==> config.mk <==
export PLATFORM = sky130hd
export DESIGN_NAME = matrix_read_sequencer_flat
export DESIGN_NICKNAME = d
export VERILOG_FILES = /design/src/rtl/matrix_read_sequencer_if.sv /design/src/rtl/matrix_read_sequencer.sv /design/src/flat_wrapper.sv
export SDC_FILE = /design/constraint.sdc
export NUM_CORES = 1
export LEC_CHECK = 0
export CELL_PAD_IN_SITES_DETAIL_PLACEMENT = 1
export CELL_PAD_IN_SITES_GLOBAL_PLACEMENT = 1
export CORE_MARGIN = 1
export CORE_UTILIZATION = 34
export CTS_BUF_LIST = sky130_fd_sc_hd__clkbuf_4 sky130_fd_sc_hd__clkbuf_8 sky130_fd_sc_hd__clkbuf_16
export DETAILED_ROUTE_END_ITERATION = 7
export GPL_TIMING_DRIVEN = 0
export PLACE_DENSITY = 0.9
export SETUP_SLACK_MARGIN = 0.15
export SKIP_LAST_GASP = 1
export SYNTH_ARGS = -nofsm -noshare
export SYNTH_HDL_FRONTEND = slang
export SYNTH_SLANG_ARGS = --single-unit
export TNS_END_PERCENT = 20
==> constraint.sdc <==
create_clock -name clock -period 2 [get_ports clock]
set_clock_uncertainty 0.15 [all_clocks]
set_input_delay 0.5 -clock clock [delete_from_list [all_inputs] [get_ports clock]]
set_output_delay 0.5 -clock clock [all_outputs]
set_load 0.02 [all_outputs]
==> src/rtl/matrix_read_sequencer_if.sv <==
// Bus between the matrix read sequencer, the three-ROM matrix store and the
// downstream MAC/checker that consumes the delayed valid/row-marker stream.
interface matrix_read_sequencer_if #(
    parameter int ADDR_WIDTH = 7
);
    logic                    start;
    logic                    pause;
    logic [2*ADDR_WIDTH-1:0] romA_addrA;
    logic [2*ADDR_WIDTH-1:0] romA_addrB;
    logic [ADDR_WIDTH-1:0]   romB_addrA;
    logic [ADDR_WIDTH-1:0]   romB_addrB;
    logic [ADDR_WIDTH-1:0]   romC_addrA;
    logic [ADDR_WIDTH-1:0]   romC_addrB;
    logic                    busy;
    logic                    done;
    logic                    data_valid;
    logic                    row_start;
    logic                    row_end;
    logic [ADDR_WIDTH-1:0]   row_idx;

    modport master (
        input  start, pause,
        output romA_addrA, romA_addrB, romB_addrA, romB_addrB, romC_addrA, romC_addrB,
        output busy, done, data_valid, row_start, row_end, row_idx
    );

    modport slave (
        output start, pause,
        input  romA_addrA, romA_addrB, romB_addrA, romB_addrB, romC_addrA, romC_addrB,
        input  busy, done, data_valid, row_start, row_end, row_idx
    );
endinterface

==> src/rtl/matrix_read_sequencer.sv <==
// Walks every row of A in 8-element beats, driving all ROM address buses, and
// delays a valid/row-marker tag to line up with the matrix-store read latency.
module matrix_read_sequencer #(
    parameter int ADDR_WIDTH = 7,
    parameter int LATENCY    = 2
) (
    input  logic                    clock,
    input  logic                    reset,
    matrix_read_sequencer_if.master bus
);
    localparam int CW = ADDR_WIDTH - 3;
    localparam int AW = 2 * ADDR_WIDTH;
    localparam int BW = ADDR_WIDTH + CW;

    typedef enum logic [1:0] {IDLE, ISSUE, DRAIN} state_t;

    typedef struct packed {
        logic                  vld;
        logic                  first;
        logic                  last;
        logic                  fin;
        logic [ADDR_WIDTH-1:0] row;
    } tag_t;

    state_t                state_q, state_d;
    logic [ADDR_WIDTH-1:0] row_q, row_d;
    logic [CW-1:0]         chunk_q, chunk_d;
    logic                  issue_q, issue_d;
    logic                  load;
    logic                  last_beat;
    logic [BW-1:0]         beat_nxt;
    logic [AW-1:0]         a_addr_a_q, a_addr_b_q;
    logic [ADDR_WIDTH-1:0] b_addr_a_q, b_addr_b_q, c_addr_q;
    tag_t                  tag_in;
    tag_t                  vld_pipe_q [1:LATENCY];

    // {row, chunk} is the flat beat index, so one increment handles the chunk wrap.
    assign beat_nxt  = {row_q, chunk_q} + BW'(1);
    assign last_beat = (&row_q) & (&chunk_q);

    always_comb begin
        tag_in       = '0;
        tag_in.vld   = issue_q;
        tag_in.first = issue_q & (chunk_q == '0);
        tag_in.last  = issue_q & (&chunk_q);
        tag_in.fin   = issue_q & last_beat;
        tag_in.row   = row_q;
    end

    always_comb begin
        state_d = state_q;
        row_d   = row_q;
        chunk_d = chunk_q;
        issue_d = 1'b0;
        load    = 1'b0;
        unique case (state_q)
            IDLE: begin
                if (bus.start) begin
                    state_d = ISSUE;
                    row_d   = '0;
                    chunk_d = '0;
                    issue_d = 1'b1;
                    load    = 1'b1;
                end
            end
            ISSUE: begin
                if (last_beat) begin
                    state_d = DRAIN;
                end else if (!bus.pause) begin
                    {row_d, chunk_d} = beat_nxt;
                    issue_d          = 1'b1;
                    load             = 1'b1;
                end
            end
            DRAIN: begin
                if (vld_pipe_q[LATENCY].fin) state_d = IDLE;
            end
            default: state_d = IDLE;
        endcase
    end

    always_ff @(posedge clock) begin
        if (reset) begin
            state_q    <= IDLE;
            row_q      <= '0;
            chunk_q    <= '0;
            issue_q    <= 1'b0;
            a_addr_a_q <= '0;
            a_addr_b_q <= '0;
            b_addr_a_q <= '0;
            b_addr_b_q <= '0;
            c_addr_q   <= '0;
            for (int i = 1; i <= LATENCY; i++) vld_pipe_q[i] <= '0;
        end else begin
            state_q <= state_d;
            row_q   <= row_d;
            chunk_q <= chunk_d;
            issue_q <= issue_d;
            if (load) begin
                a_addr_a_q <= {row_d, chunk_d, 3'b000};
                a_addr_b_q <= {row_d, chunk_d, 3'b100};
                b_addr_a_q <= {chunk_d, 3'b000};
                b_addr_b_q <= {chunk_d, 3'b100};
                c_addr_q   <= row_d;
            end
            vld_pipe_q[1] <= tag_in;
            for (int i = 2; i <= LATENCY; i++) vld_pipe_q[i] <= vld_pipe_q[i-1];
        end
    end

    assign bus.romA_addrA = a_addr_a_q;
    assign bus.romA_addrB = a_addr_b_q;
    assign bus.romB_addrA = b_addr_a_q;
    assign bus.romB_addrB = b_addr_b_q;
    assign bus.romC_addrA = c_addr_q;
    assign bus.romC_addrB = c_addr_q;
    assign bus.busy       = (state_q != IDLE);
    assign bus.done       = vld_pipe_q[LATENCY].fin;
    assign bus.data_valid = vld_pipe_q[LATENCY].vld;
    assign bus.row_start  = vld_pipe_q[LATENCY].first;
    assign bus.row_end    = vld_pipe_q[LATENCY].last;
    assign bus.row_idx    = vld_pipe_q[LATENCY].row;
endmodule
==> src/flat_wrapper.sv <==
// flat-port wrapper written by rule: the top's interface ports become plain ports
module matrix_read_sequencer_flat 
#(
    parameter int ADDR_WIDTH = 7,
    parameter int LATENCY    = 2
)
  (clock, reset, bus_start, bus_pause, bus_romA_addrA, bus_romA_addrB, bus_romB_addrA, bus_romB_addrB, bus_romC_addrA, bus_romC_addrB, bus_busy, bus_done, bus_data_valid, bus_row_start, bus_row_end, bus_row_idx);
  matrix_read_sequencer_if #(.ADDR_WIDTH(ADDR_WIDTH)) bus_i ();
  input  logic clock;
  input  logic reset;
  input wire logic [$bits(bus_i.start)-1:0] bus_start;
  input wire logic [$bits(bus_i.pause)-1:0] bus_pause;
  output wire logic [$bits(bus_i.romA_addrA)-1:0] bus_romA_addrA;
  output wire logic [$bits(bus_i.romA_addrB)-1:0] bus_romA_addrB;
  output wire logic [$bits(bus_i.romB_addrA)-1:0] bus_romB_addrA;
  output wire logic [$bits(bus_i.romB_addrB)-1:0] bus_romB_addrB;
  output wire logic [$bits(bus_i.romC_addrA)-1:0] bus_romC_addrA;
  output wire logic [$bits(bus_i.romC_addrB)-1:0] bus_romC_addrB;
  output wire logic [$bits(bus_i.busy)-1:0] bus_busy;
  output wire logic [$bits(bus_i.done)-1:0] bus_done;
  output wire logic [$bits(bus_i.data_valid)-1:0] bus_data_valid;
  output wire logic [$bits(bus_i.row_start)-1:0] bus_row_start;
  output wire logic [$bits(bus_i.row_end)-1:0] bus_row_end;
  output wire logic [$bits(bus_i.row_idx)-1:0] bus_row_idx;
  assign bus_i.start = bus_start;
  assign bus_i.pause = bus_pause;
  assign bus_romA_addrA = bus_i.romA_addrA;
  assign bus_romA_addrB = bus_i.romA_addrB;
  assign bus_romB_addrA = bus_i.romB_addrA;
  assign bus_romB_addrB = bus_i.romB_addrB;
  assign bus_romC_addrA = bus_i.romC_addrA;
  assign bus_romC_addrB = bus_i.romC_addrB;
  assign bus_busy = bus_i.busy;
  assign bus_done = bus_i.done;
  assign bus_data_valid = bus_i.data_valid;
  assign bus_row_start = bus_i.row_start;
  assign bus_row_end = bus_i.row_end;
  assign bus_row_idx = bus_i.row_idx;
  matrix_read_sequencer #(.ADDR_WIDTH(ADDR_WIDTH), .LATENCY(LATENCY)) u_core (.clock(clock), .reset(reset), .bus(bus_i));
endmodule
==> run summary <==
status - complete, but fails checks
failing checks - setup timing
clk_lat worst skew - 0.31 ns
Post-DP Area - 2950 um2
clk root buf - clkbuf_8
Syn Area/Cell - 9.12 um2
Synth area leaders - dfxtp_1 (44%), buf_4 (16%), nor2b_1 (5.7%), nor2_1 (4.6%), a211oi_1 (3.1%)
nets@finish - 337
Peak Freq - 473 MHz
Mapped Cells - 242
CTS Buf Count - 5
endpoints failing setup - 16
Yosys warning count - 0
asr flop ratio synth - 0%
register area - 990 um2
relative slew slack - 61.8%
Max FO, Critical Path - 5
Tot Pwr - 1.92 mW
P&R area growth vs syn - 47.1%
startpoint types - flop
setup tns final - -0.982 ns
port buffer count - 61
TritonCTS clock tree - yes
Num Clock Sinks - 48
Fillers - 700
Yosys top cell area share - 43.5%
Post-Place Worst Slack - -0.373 ns
RD Place Congestion - 0.894
Cell Chain, Critical Path - buf_4 > clkdlybuf4s50_1
via count - 1949
Pre-antenna DRT Iters - 4
VDD IR max - 0.319 mV
share of layout cells above drive strength 1 - 29.8%
Core ar. - 6100 um2
Seq/Total Area, Yosys - 43.5%
std cell rows - 28
DRT iter0 DRCs - 84
# IOs - 72
Starting Density - 36.2%
period utilization - 106%
Post-synth EDFFs - 0
gr ovfl total - 0
DRC violations left - 0
final max-slew violation count - 0
synth cell count leaders - dfxtp_1 (48), buf_4 (46), nor2_1 (27)
final WL - 6220 um
crit end category - output port
Clk pin slew, worst setup/hold paths - 0.09 ns
Worst Path Arrival - 1.47 ns
flops & latches, synth - 48
initial antenna violation count - 0
max_cap viols - 0
Pleak - 1.53 nW
CP max-delay cell - clkdlybuf4s50_1
crit-path max cell delay - 0.60 ns
Logic pwr share - 17.7%
final core occ - 53.2%
die height - 82.6 um
H-tree Lvls - 2
design area - 3250 um2
Synth area leader - dfxtp_1
Tmin final - 2.12 ns
sequential share of power - 51.5%
Setup CP Type - reg -> out
die area - 6820 um2
Clk pwr share - 30.8%
Sw Ratio - 28.1%
antenna-violating nets left - 0
most common cell in the synthesized netlist - dfxtp_1
reg-to-reg slack, setup - 0.02 ns
worst hold path type - reg -> reg
multi-input logic area - 961 um2
P_sw - 538 uW
DIE WIDTH - 82.6 um
CTS Hold Bufs - 0
Worst-Margin Slew - 0.573 ns
RSZ-0062 raised after global routing - yes
largest net degree at the start of global routing - 17
Data required, critical path - 1.35 ns
Mapped Area - 2210 um2
PwrDens - 590 nW/um2
clk buf depth - 2
top_reg_cell synth - dfxtp_1
hpwl dp - 4020 um
wire length per cell - 15.3 um
all-layer global routing usage - 17.4%
Vias/cell - 4.79
Hold Fails Final Rpt - 0
first-pass GRT wire length - 8630 um
vias in the first global route - 1817
unique cell type count in the Yosys netlist - 47
diode count - 0
Power Internal - 1.38 mW
post-route worst setup slack - -0.115 ns
kinds of logic (layout without fill, tap and decap cells):
group	count (synthesis)	after routing	share of synthesized area (%)
other cells	1	10	0.170
xor+xnor	4	4	1.59
fa+ha+maj	2	2	1.13
simple gates	94	94	23.5
buf+inv	56	137	17.4
flops	48	48	43.5
compound gates	37	37	12.6
flip-flops by register name, indices dropped and copies added (netlist names):
| register | count |
|---|---|
| u_core.row_q | 7 |
| u_core.bus.romC_addrA | 7 |
| u_core.chunk_q | 4 |
| u_core.vld_pipe_q | 22 |
| u_core.issue_q | 1 |
| u_core.bus.romA_addrB | 1 |
| u_core.state_q | 2 |
| u_core.bus.romA_addrA | 4 |
layout by cell type, fill, tap and decap left out, types with 2 or more instances in the layout:
master,instances
a31oi_1,2
clkinvlp_4,2
a21oi_1,10
nor3_1,2
inv_1,5
a211oi_1,8
nor2b_1,20
and3_1,2
conb_1,10
nor4_1,2
nand3_1,2
o21ai_0,2
nor3_2,2
dlymetal6s2s_1,10
dlygate4sd2_1,14
dfxtp_2,8
nand2b_1,5
nand3b_1,3
nor3b_1,2
xnor2_1,3
nor2_1,27
clkbuf_1,4
dfxtp_4,5
dfxtp_1,35
clkdlybuf4s50_1,36
clkbuf_8,5
buf_4,56
nand2_1,15
worst max-delay path: cells and delay by family, from the launching register on:
family / cells / cell delay (ns)
flip-flops: 1 / 0.42
buffers and inverters: 2 / 0.74
power groups by stage:
stage                     Clock, mW  Combinational, mW  Sequential, mW
final                         0.590              0.338           0.988
after global routing          0.645              0.361           0.991
after floorplan                   0              0.178            1.03
after global placement            0              0.300            1.01
after CTS                     0.599              0.303           0.992
after detailed placement          0              0.309            1.01
through the flow:
stage                     hold WS, ns  instances
after CTS                       0.298        395
after floorplan                 0.264        251
after global placement          0.269        387
after global routing            0.309        407
after detailed placement        0.277        387
final                           0.291        407
path summary, 6_finish.rpt:
kind                                            endpoint  cells past startpoint                      from
worst max-delay path                   bus_romB_addrB[3]                      2  u_core.bus.romA_addrA[3]
worst min-delay path             u_core.vld_pipe_q[2][1]                      1   u_core.vld_pipe_q[1][1]
worst max register to register  u_core.bus.romC_addrA[1]                      6         u_core.state_q[1]
worst min register to register   u_core.vld_pipe_q[2][1]                      1   u_core.vld_pipe_q[1][1]
per-layer routing:
| layer | vias to the layer above | track usage (%) | wire (um) |
|---|---|---|---|
| li1 | 940 | - | - |
| met3 | 10 | 5.93 | 419 |
| met5 | - | 0 | 0 |
| met2 | 70 | 29.6 | 3250 |
| met1 | 929 | 20.0 | 2450 |
| met4 | 0 | 7.07 | 103 |
cell type report:
class,instances,share of cell area [%]
inverters,5,0.578
clock inverters,3,0.732
clock buffers,5,2.12
repair buffers,73,22.2
multi-input cells,147,29.6
plain buffers,51,11.4
well taps,75,2.89
flip-flops and latches,48,30.5
what timing repair did:
item / in CTS / in global routing
buffers inserted: 0 / 12
setup endpoints to repair: 77 / 81
gates resized for setup: 17 / 45
pin swaps: 0 / 3
Note: power is estimated with default switching activity, not from simulation.
